===== src/rtl/dmem_port_arbiter_pkg.sv =====
`default_nettype none
// ============================================================================
// Module      : dmem_port_arbiter_pkg
// Description : Shared types and helpers for the dual-lane data-memory port
//               arbiter.
// Revision    : 1.0 - initial release
// ============================================================================
package dmem_port_arbiter_pkg;

    localparam int c_addr_w = 32;
    localparam int c_data_w = 32;

    typedef struct packed {
        logic                req;
        logic                we;
        logic [c_addr_w-1:0] addr;
        logic [c_data_w-1:0] wdata;
    } mem_req_per_t;

    typedef struct packed {
        mem_req_per_t a;
        mem_req_per_t b;
    } mem_req_t;

    typedef enum logic [0:0] {
        ARB_IDLE    = 1'b0,
        ARB_ISSUE_B = 1'b1
    } arb_state_t;

    function automatic logic is_load(input mem_req_per_t r);
        return r.req && !r.we;
    endfunction

endpackage
`default_nettype wire


===== src/rtl/dmem_port_arbiter_if.sv =====
`default_nettype none
// ============================================================================
// Module      : dmem_port_arbiter_if
// Description : Lane request, memory port and load response bundle of the
//               MEM-stage data-memory arbiter.
// Revision    : 1.0 - initial release
// ============================================================================
interface dmem_port_arbiter_if #(
    parameter int ADDR_W = 32,
    parameter int DATA_W = 32
);
    logic              pair_valid;
    logic              a_req;
    logic              a_we;
    logic [ADDR_W-1:0] a_addr;
    logic [DATA_W-1:0] a_wdata;
    logic              b_req;
    logic              b_we;
    logic [ADDR_W-1:0] b_addr;
    logic [DATA_W-1:0] b_wdata;
    logic              stall;
    logic              mem_en;
    logic              mem_we;
    logic [ADDR_W-1:0] mem_addr;
    logic [DATA_W-1:0] mem_wdata;
    logic [DATA_W-1:0] mem_rdata;
    logic              a_rvalid;
    logic [DATA_W-1:0] a_rdata;
    logic              b_rvalid;
    logic [DATA_W-1:0] b_rdata;

    // Pipeline and memory side.
    modport master (
        output pair_valid, a_req, a_we, a_addr, a_wdata,
        output b_req, b_we, b_addr, b_wdata, mem_rdata,
        input  stall, mem_en, mem_we, mem_addr, mem_wdata,
        input  a_rvalid, a_rdata, b_rvalid, b_rdata
    );

    // Arbiter side.
    modport slave (
        input  pair_valid, a_req, a_we, a_addr, a_wdata,
        input  b_req, b_we, b_addr, b_wdata, mem_rdata,
        output stall, mem_en, mem_we, mem_addr, mem_wdata,
        output a_rvalid, a_rdata, b_rvalid, b_rdata
    );
endinterface
`default_nettype wire


===== src/rtl/dmem_port_arbiter_sat_counter.sv =====
`default_nettype none
// ============================================================================
// Module      : sat_counter
// Description : Up-counter that sticks at all-ones; cleared by reset only.
// Revision    : 1.0 - initial release
// ============================================================================
module sat_counter #(
    parameter int W = 16
) (
    input  wire logic         clk,
    input  wire logic         rst,
    input  wire logic         i_inc,
    output logic [W-1:0]      o_count
);
    localparam logic [W-1:0] c_one = W'(1);

    logic [W-1:0] r_count;

    always_ff @(posedge clk or posedge rst) begin
        if (rst) begin
            r_count <= '0;
        end else if (i_inc && (r_count != '1)) begin
            r_count <= r_count + c_one;
        end
    end

    assign o_count = r_count;
endmodule
`default_nettype wire


===== src/rtl/dmem_port_arbiter.sv =====
`default_nettype none
// ============================================================================
// Module      : dmem_port_arbiter
// Description : Shares one data-memory port between dual-issue lanes A and B,
//               serialising dual-access pairs and steering load responses.
// Revision    : 1.0 - initial release
// ============================================================================
module dmem_port_arbiter
    import dmem_port_arbiter_pkg::*;
#(
    parameter int ADDR_W = c_addr_w,
    parameter int DATA_W = c_data_w,
    parameter int CNT_W  = 16
) (
    input  wire logic          clk,
    input  wire logic          rst,
    dmem_port_arbiter_if.slave bus,
    output logic [CNT_W-1:0]   conflict_cnt
);
    arb_state_t        r_state;
    arb_state_t        w_next;
    logic              r_b_we;
    logic [ADDR_W-1:0] r_b_addr;
    logic [DATA_W-1:0] r_b_wdata;
    logic              r_tag_a;
    logic              r_tag_b;

    mem_req_t          w_lanes;
    logic              w_en;
    logic              w_we;
    logic [ADDR_W-1:0] w_addr;
    logic [DATA_W-1:0] w_wdata;
    logic              w_stall;
    logic              w_issue_a_load;
    logic              w_issue_b_load;
    logic              w_latch_b;

    always_comb begin
        w_lanes.a.req   = bus.a_req;
        w_lanes.a.we    = bus.a_we;
        w_lanes.a.addr  = bus.a_addr;
        w_lanes.a.wdata = bus.a_wdata;
        w_lanes.b.req   = bus.b_req;
        w_lanes.b.we    = bus.b_we;
        w_lanes.b.addr  = bus.b_addr;
        w_lanes.b.wdata = bus.b_wdata;
    end

    always_comb begin
        w_next         = r_state;
        w_en           = 1'b0;
        w_we           = 1'b0;
        w_addr         = '0;
        w_wdata        = '0;
        w_stall        = 1'b0;
        w_issue_a_load = 1'b0;
        w_issue_b_load = 1'b0;
        w_latch_b      = 1'b0;
        case (r_state)
            ARB_IDLE: begin
                if (bus.pair_valid) begin
                    if (w_lanes.a.req) begin
                        w_en           = 1'b1;
                        w_we           = w_lanes.a.we;
                        w_addr         = w_lanes.a.addr;
                        w_wdata        = w_lanes.a.wdata;
                        w_issue_a_load = is_load(w_lanes.a);
                        // Both lanes want the port: A now, B next cycle.
                        if (w_lanes.b.req) begin
                            w_stall   = 1'b1;
                            w_latch_b = 1'b1;
                            w_next    = ARB_ISSUE_B;
                        end
                    end else if (w_lanes.b.req) begin
                        w_en           = 1'b1;
                        w_we           = w_lanes.b.we;
                        w_addr         = w_lanes.b.addr;
                        w_wdata        = w_lanes.b.wdata;
                        w_issue_b_load = is_load(w_lanes.b);
                    end
                end
            end
            ARB_ISSUE_B: begin
                w_en           = 1'b1;
                w_we           = r_b_we;
                w_addr         = r_b_addr;
                w_wdata        = r_b_wdata;
                w_issue_b_load = !r_b_we;
                w_next         = ARB_IDLE;
            end
            default: w_next = ARB_IDLE;
        endcase
        // Port is silent for as long as reset is held, even mid-serialisation.
        if (rst) begin
            w_en           = 1'b0;
            w_we           = 1'b0;
            w_addr         = '0;
            w_wdata        = '0;
            w_stall        = 1'b0;
            w_issue_a_load = 1'b0;
            w_issue_b_load = 1'b0;
            w_latch_b      = 1'b0;
        end
    end

    always_ff @(posedge clk or posedge rst) begin
        if (rst) begin
            r_state   <= ARB_IDLE;
            r_b_we    <= 1'b0;
            r_b_addr  <= '0;
            r_b_wdata <= '0;
            r_tag_a   <= 1'b0;
            r_tag_b   <= 1'b0;
        end else begin
            r_state <= w_next;
            if (w_latch_b) begin
                r_b_we    <= w_lanes.b.we;
                r_b_addr  <= w_lanes.b.addr;
                r_b_wdata <= w_lanes.b.wdata;
            end
            r_tag_a <= w_issue_a_load;
            r_tag_b <= w_issue_b_load;
        end
    end

    assign bus.stall     = w_stall;
    assign bus.mem_en    = w_en;
    assign bus.mem_we    = w_we;
    assign bus.mem_addr  = w_addr;
    assign bus.mem_wdata = w_wdata;
    assign bus.a_rvalid  = r_tag_a;
    assign bus.b_rvalid  = r_tag_b;
    assign bus.a_rdata   = bus.mem_rdata;
    assign bus.b_rdata   = bus.mem_rdata;

    sat_counter #(
        .W (CNT_W)
    ) u_conflict_cnt (
        .clk     (clk),
        .rst     (rst),
        .i_inc   (w_latch_b),
        .o_count (conflict_cnt)
    );
endmodule
`default_nettype wire


===== src/flat_wrapper.sv =====
// flat-port wrapper written by rule: the top's interface ports become plain ports
module dmem_port_arbiter_flat import dmem_port_arbiter_pkg::*;
#(
    parameter int ADDR_W = c_addr_w,
    parameter int DATA_W = c_data_w,
    parameter int CNT_W  = 16
)
  (clk, rst, conflict_cnt, bus_pair_valid, bus_a_req, bus_a_we, bus_a_addr, bus_a_wdata, bus_b_req, bus_b_we, bus_b_addr, bus_b_wdata, bus_mem_rdata, bus_stall, bus_mem_en, bus_mem_we, bus_mem_addr, bus_mem_wdata, bus_a_rvalid, bus_a_rdata, bus_b_rvalid, bus_b_rdata);
  dmem_port_arbiter_if #(.ADDR_W(ADDR_W), .DATA_W(DATA_W)) bus_i ();
  input  wire logic clk;
  input  wire logic rst;
  output logic [CNT_W-1:0] conflict_cnt;
  input wire logic [$bits(bus_i.pair_valid)-1:0] bus_pair_valid;
  input wire logic [$bits(bus_i.a_req)-1:0] bus_a_req;
  input wire logic [$bits(bus_i.a_we)-1:0] bus_a_we;
  input wire logic [$bits(bus_i.a_addr)-1:0] bus_a_addr;
  input wire logic [$bits(bus_i.a_wdata)-1:0] bus_a_wdata;
  input wire logic [$bits(bus_i.b_req)-1:0] bus_b_req;
  input wire logic [$bits(bus_i.b_we)-1:0] bus_b_we;
  input wire logic [$bits(bus_i.b_addr)-1:0] bus_b_addr;
  input wire logic [$bits(bus_i.b_wdata)-1:0] bus_b_wdata;
  input wire logic [$bits(bus_i.mem_rdata)-1:0] bus_mem_rdata;
  output wire logic [$bits(bus_i.stall)-1:0] bus_stall;
  output wire logic [$bits(bus_i.mem_en)-1:0] bus_mem_en;
  output wire logic [$bits(bus_i.mem_we)-1:0] bus_mem_we;
  output wire logic [$bits(bus_i.mem_addr)-1:0] bus_mem_addr;
  output wire logic [$bits(bus_i.mem_wdata)-1:0] bus_mem_wdata;
  output wire logic [$bits(bus_i.a_rvalid)-1:0] bus_a_rvalid;
  output wire logic [$bits(bus_i.a_rdata)-1:0] bus_a_rdata;
  output wire logic [$bits(bus_i.b_rvalid)-1:0] bus_b_rvalid;
  output wire logic [$bits(bus_i.b_rdata)-1:0] bus_b_rdata;
  assign bus_i.pair_valid = bus_pair_valid;
  assign bus_i.a_req = bus_a_req;
  assign bus_i.a_we = bus_a_we;
  assign bus_i.a_addr = bus_a_addr;
  assign bus_i.a_wdata = bus_a_wdata;
  assign bus_i.b_req = bus_b_req;
  assign bus_i.b_we = bus_b_we;
  assign bus_i.b_addr = bus_b_addr;
  assign bus_i.b_wdata = bus_b_wdata;
  assign bus_i.mem_rdata = bus_mem_rdata;
  assign bus_stall = bus_i.stall;
  assign bus_mem_en = bus_i.mem_en;
  assign bus_mem_we = bus_i.mem_we;
  assign bus_mem_addr = bus_i.mem_addr;
  assign bus_mem_wdata = bus_i.mem_wdata;
  assign bus_a_rvalid = bus_i.a_rvalid;
  assign bus_a_rdata = bus_i.a_rdata;
  assign bus_b_rvalid = bus_i.b_rvalid;
  assign bus_b_rdata = bus_i.b_rdata;
  dmem_port_arbiter #(.ADDR_W(ADDR_W), .DATA_W(DATA_W), .CNT_W(CNT_W)) u_core (.clk(clk), .rst(rst), .bus(bus_i), .conflict_cnt(conflict_cnt));
endmodule

===== config.mk =====
export PLATFORM = sky130hd
export DESIGN_NAME = dmem_port_arbiter_flat
export DESIGN_NICKNAME = d
export VERILOG_FILES = /design/src/rtl/dmem_port_arbiter_pkg.sv /design/src/rtl/dmem_port_arbiter_if.sv /design/src/rtl/dmem_port_arbiter_sat_counter.sv /design/src/rtl/dmem_port_arbiter.sv /design/src/flat_wrapper.sv
export SDC_FILE = /design/constraint.sdc
export NUM_CORES = 1
export LEC_CHECK = 0
export CORE_ASPECT_RATIO = 0.5
export CORE_MARGIN = 5
export CORE_UTILIZATION = 41
export DETAILED_ROUTE_END_ITERATION = 8
export PLACE_DENSITY = 0.85
export SYNTH_ARGS = -nofsm -noshare
export SYNTH_HDL_FRONTEND = slang
export SYNTH_SLANG_ARGS = --single-unit

===== constraint.sdc =====
create_clock -name clk -period 4.4 [get_ports clk]
set_input_delay 0.44 -clock clk [delete_from_list [all_inputs] [get_ports clk]]
set_output_delay 0.44 -clock clk [all_outputs]
set_load 0.01 [all_outputs]

==> flow_summary.json <==
{
  "tightest_slew_ns": 1.02,
  "grt_pass1_vias": 4787,
  "hold_violations": 0,
  "worstPathCellList": "clkdlybuf4s50_1, or3b_2, buf_4, o21ai_0, clkdlybuf4s50_1",
  "start_util_pct": 41.5,
  "cts.sinks": 84,
  "cp.required_ns": 3.96,
  "cts_hold_buf": 0,
  "ys_seq_area_share_pct": 40.4,
  "outcome": "completed",
  "fp.dieArea_sq_um": 15200,
  "postCtsSetupBuffers": 0,
  "cp_common_cell": "clkdlybuf4s50_1",
  "cts_resized": 0,
  "antenna_found_initial": 1,
  "syn_inst": 585,
  "antenna_left": 0,
  "nFillCells": 1062,
  "synth_area_leaders": "dfrtp_1 (40%), mux2_2 (13%), buf_4 (9.4%)",
  "synth_area_sq_um": 5210,
  "finalCritPeriodShare_pct": 77.7,
  "wl_per_cell_microns": 19.0,
  "yosysMostFrequentCell": "nand2_1",
  "cap_violations": 0,
  "drv_slew": 0,
  "final_area_sq_um": 7400,
  "yosysUniqueCellTypes": 39,
  "fmax_ghz": 0.292,
  "track_usage_pct": 21.1,
  "clk_pin_slew_ns": 0.06,
  "hold_start": "u_core.r_b_wdata[25]$_DFFE_PP0P_",
  "p_leak_uw": 0.00289,
  "ys_ff_latch": 84,
  "endpoint_kind": "output pin",
  "rows": 29,
  "fin_tns_setup_ns": 0,
  "post_dp_cell_area_sq_um": 7030,
  "hp-class": "reg2reg",
  "dp_hpwl_mm": 12.7,
  "pre_cts_slack_ns": 0.969,
  "dr.max_layer_used": "met5",
  "finalClockSkew_ns": 0.00391,
  "cp_slowest_stage_delay_ns": 0.82,
  "num_io_pins": 316,
  "synth.largest_area_cell": "dfrtp_1",
  "crit_slowest_cell": "or3b_2",
  "clk_latency_ns": 0.33,
  "routed_via_density": 5.36,
  "drt_first_pass_iters": 4,
  "overflow": 0,
  "totalWireLength_mm": 17.0,
  "cp-start-kind": "input pin",
  "startpoint": "rst",
  "cts_buffers": 9,
  "fin_ws_ns": 0.980,
  "drc": 0,
  "syn_nets": 753,
  "vias": 4789,
  "htreeDepth": 3,
  "synth_top_area_share_pct": 40.4,
  "grt_pass1_wl_mm": 25.5,
  "port-buffer-count": 219,
  "rsz0062_at_grt": "no",
  "nNetsFinal": 887,
  "fin_crit_ns": 3.42,
  "power_density_nw_per_um2": 341,
  "dieWidth_microns": 169,
  "avgSynthCellArea_sq_um": 8.90,
  "routabilityCongestion": 0.887,
  "power_uw": 2520,
  "grt_max_degree": 104,
  "yosys_warnings": 0,
  "wl_met1_mm": 5.99,
  "arrival_ns": 2.98,
  "synthArstFlopShare_pct": 100,
  "cts_root_buf": "clkbuf_16",
  "crit_path_max_fanout": 38,
  "wl_met2_mm": 9.02,
  "yosys-top-cells-count": "nand2_1 (105), dfrtp_1 (84), o21ai_0 (68)",
  "clockBufferDepth": 2,
  "max-vdd-ir-drop_mv": 0.224,
  "coreArea_sq_um": 12600,
  "wl_met3_mm": 1.22,
  "synth_ff_type": "dfrtp_1",
  "timing.rr.start": "u_core.r_state$_DFF_PP0_",
  "num_antenna_cells": 0,
  "setup_violations": 0,
  "relSlewSlack_pct": 31.7,
  "drt-initial-drc-count": 245,
  "die_h_microns": 89.7,
  "synth_edf_count": 0,
  "area_growth_pct": 42.1,
  "critPathKind": "in2out",
  "cts_tree": "built",
  "layout-drive-gt1-share_pct": 12.6
}
registers in the layout (all words and copies together), names as in the netlist:
register	flops
u_core.r_b_wdata	32
u_core.u_conflict_cnt.o_count	16
u_core.bus.b_rvalid	1
u_core.bus.a_rvalid	1
u_core.r_b_addr	32
u_core.r_b_we	1
u_core.r_state	1
logic make-up (layout without fill, tap and decap cells):
family | after synthesis | after routing | share of synthesized area [%]
flip-flops | 84 | 84 | 40.4
buffers and inverters | 107 | 246 | 12.9
multiplexers | 68 | 68 | 14.7
AO/OA/AOI/OAI | 143 | 143 | 15.5
adder cells (fa/ha/maj) | 1 | 1 | 0.240
AND/OR/NAND/NOR | 171 | 171 | 14.5
XOR/XNOR | 11 | 11 | 1.85
report_power, final:
group | switching, uW | internal [uW]
logic | 220 | 340
clock network | 306 | 629
registers | 97.0 | 930
final timing paths:
| check | to | slack [ns] | depth (start not counted) |
|---|---|---|---|
| setup / recovery | bus_mem_addr[7] | 0.98 | 5 |
| hold / removal | u_core.r_b_wdata[25]$_DFFE_PP0P_ | 0.49 | 1 |
| setup reg to reg | u_core.u_conflict_cnt.o_count[1]$_DFFE_PP0P_ | 1.67 | 6 |
| hold reg to reg | u_core.r_b_wdata[25]$_DFFE_PP0P_ | 0.49 | 1 |
| max in group asynchronous | u_core.r_b_wdata[8]$_DFFE_PP0P_ | 2.66 | 3 |
| min in group asynchronous | u_core.r_state$_DFF_PP0_ | 0.83 | 2 |
layer usage:
| metal | global-route usage [%] | vias to the layer above |
|---|---|---|
| met4 | 9.50 | 2 |
| met2 | 38.8 | 195 |
| met3 | 6.08 | 49 |
| li1 | - | 2239 |
| met5 | 1.24 | - |
| met1 | 23.2 | 2304 |
cells in the final DEF (no fill, tap or decap), types with 5 or more instances in the layout:
cell | synthesis | routed
dfrtp_1 | 84 | 84
mux2_2 | 60 | 60
a21oi_1 | 38 | 38
nand3_1 | 8 | 8
o21ai_0 | 68 | 68
a22oi_1 | 31 | 31
clkdlybuf4s50_1 | 0 | 218
nand4_1 | 5 | 5
buf_4 | 65 | 7
xnor2_1 | 10 | 10
nor2_1 | 35 | 34
nand2_1 | 105 | 105
clkbuf_16 | 0 | 9
mux2_1 | 7 | 7
worst max-delay path, delay by kind of cell:
kind,cells,cell delay (ns)
buf+inv,3,1.46
simple gates,1,0.82
compound gates,1,0.25
final cells by class:
type                            count  area (sq um)  area share (%)
Clock buffer                       10           239            3.23
Clock inverter                      6           134            1.81
Inverter                            4          16.3           0.220
Multi-Input combinational cell    394          2440            33.0
Sequential cell                    84          2100            28.4
Tap cell                          170           213            2.87
Timing Repair Buffer              226          2250            30.5
through the flow:
stage                     cells  hold slack, ns  util [%]
final                       894           0.490      59.0
after global routing        894           0.521      59.0
after detailed placement    878           0.479      56.0
after global placement      878           0.468      56.0
after CTS                   894           0.493      59.0
after floorplan             585           0.458         -
No activity file was read; power rests on OpenSTA's default activity.
==> patch (config.mk and constraints unchanged) <==
Put a register stage on the output `conflict_cnt`. The value now appears one clock later. The other outputs are not delayed to match.
--- a/src/rtl/dmem_port_arbiter.sv
+++ b/src/rtl/dmem_port_arbiter.sv
@@ -17,6 +17,8 @@
     dmem_port_arbiter_if.slave bus,
     output logic [CNT_W-1:0]   conflict_cnt
 );
+
+    logic [CNT_W-1:0] conflict_cnt_d;
     arb_state_t        r_state;
     arb_state_t        w_next;
     logic              r_b_we;
@@ -139,8 +141,12 @@
         .clk     (clk),
         .rst     (rst),
         .i_inc   (w_latch_b),
-        .o_count (conflict_cnt)
+        .o_count (conflict_cnt_d)
     );
+    always_ff @(posedge clk) begin
+        conflict_cnt <= conflict_cnt_d;
+    end
+
 endmodule
 `default_nettype wire
 
Function: changed (Yosys sat finds a counterexample within 4 cycles, from zero or initial values and one cycle with rst high).
==> patch against the unedited design <==
  * Final cell count up 4.4%
  * Final area is 4.2% higher
  * Register-to-register slack got worse by 0.15 ns
  * Sequential cell count rose by 16
  * Combinational power rose by 3.9%
  * Area after synthesis up 7.3%
  * Routed wire length grew 2.9%
  * Setup slack lost 0.099 ns
  * Power rose by 1.9%
==> patch: results (changes against the unedited design) <==
CP endpoint=bus_mem_addr[25] (was bus_mem_addr[7]); portion of netlist area occupied by mux cells=13.2% (was 14.7%); post-DP HPWL=13.0 mm (was 12.7 mm); nets in the synthesized netlist=787 (was 753); Inst Count DP=917 (was 878); Adder-Cell Fraction of Synth Area=0.224% (was 0.240%); Initial DRC Count=341 (was 245); compound-cell area share of the yosys netlist=14.2% (was 15.5%); run status=complete, no violations (unchanged); wire length of the first global-routing pass=27.2 mm (was 25.5 mm); number of antenna repair diodes=0 (unchanged); Seq/Total Area, Yosys=43.4% (was 40.4%); timing-limited maximum frequency=284 MHz (was 292 MHz); Crit path largest cell delay=0.97 ns (was 0.82 ns); CTS root buffer=sky130_fd_sc_hd__clkbuf_16 (unchanged); skew final=0.00826 ns (was 0.00391 ns); Hold WS=0.418 ns (was 0.490 ns); total routing resource utilization after global routing=20.8% (was 21.1%); end of the worst register-to-register path=u_core.u_conflict_cnt.o_count[1] (unchanged); Net count, final=920 (was 887); GPL Wtd Cong=0.870 (was 0.887); layout overhead on the synthesized area=38.1% (was 42.1%); hold path start=u_core.u_conflict_cnt.o_count[5] (was u_core.r_b_wdata[25]); worst endpoint data arrival time=3.08 ns (was 2.98 ns); Hold Crit Endpoint=u_core.conflict_cnt[5] (was u_core.r_b_wdata[25]); maximum number of pins on one net before global-route repair=76 (was 104); overall via count from detail_route=4942 (was 4789); total leakage power=3.04 nW (was 2.89 nW); Post-Synth XOR/XNOR Area=1.88% (was 1.85%); wire length per cell after detailed routing=18.7 um (was 19.0 um); number of cells on the worst hold path=0 (was 1); slowest cell on the critical path=sky130_fd_sc_hd__or3b_2 (unchanged); largest registers=u_core.r_b_addr (32), u_core.r_b_wdata (32); most area-consuming cells after synthesis=sky130_fd_sc_hd__dfrtp_1 38%, sky130_fd_sc_hd__mux2_2 13%, sky130_fd_sc_hd__buf_4 9.4% (was sky130_fd_sc_hd__dfrtp_1 40%, sky130_fd_sc_hd__mux2_2 13%, sky130_fd_sc_hd__buf_4 9.4%); post-synthesis instance total=619 (was 585); first-pass iteration count of the detailed router=5 (was 4); top post-synthesis cells by count=113 x sky130_fd_sc_hd__nand2_1, 84 x sky130_fd_sc_hd__dfrtp_1, 70 x sky130_fd_sc_hd__buf_4 (was 105 x sky130_fd_sc_hd__nand2_1, 84 x sky130_fd_sc_hd__dfrtp_1, 68 x sky130_fd_sc_hd__o21ai_0); internal power=1.84 mW (was 1.90 mW); asr flop ratio synth=84.0% (was 100%); Layout fillers=1168 (was 1062); largest driver fanout on the critical path=66 (was 38); number of standard cells in the final layout excluding fillers=933 (was 894); worst slack at placement=0.866 ns (was 0.969 ns); Cell Area, Placed=7410 um^2 (was 7030 um^2); slew at the pin closest to its max-slew limit=1.24 ns (was 1.02 ns); share of final-layout standard cells stronger than drive strength 1=13.3% (was 12.6%); via count of the first global-routing pass=5003 (was 4787); slack of the worst reg-to-reg path=1.52 ns (was 1.67 ns)
==> patch: final cells by class <==
| cell class | instances | area share (%) |
|---|---|---|
| tap | 176 | 2.86 |
| multi-input combinational | 410 | 32.3 |
| clock inverter | 7 | 1.02 |
| sequential | 100 | 31.4 |
| inverter | 5 | 0.260 |
| clock buffer | 9 | 2.92 |
| timing repair buffer | 226 | 29.2 |
==> patch: power groups by stage <==
stage / Clock, mW / Sequential, mW / Combinational (mW)
2_1_floorplan: 0 / 1.19 / 0.354
3_3_place_gp: 0 / 1.20 / 0.567
3_5_place_dp: 0 / 1.21 / 0.587
4_1_cts: 0.803 / 1.19 / 0.588
5_1_grt: 0.841 / 1.21 / 0.634
6_report: 0.794 / 1.19 / 0.583
==> patch: metal layers <==
metal / track usage (%) / vias up / share of wire [%]
met1: 23.3 / 2392 / 37
met5: 0 / - / 0
met3: 6.04 / 34 / 7.2
met4: 7.12 / 0 / 3.0
met2: 38.1 / 206 / 53
li1: - / 2310 / -
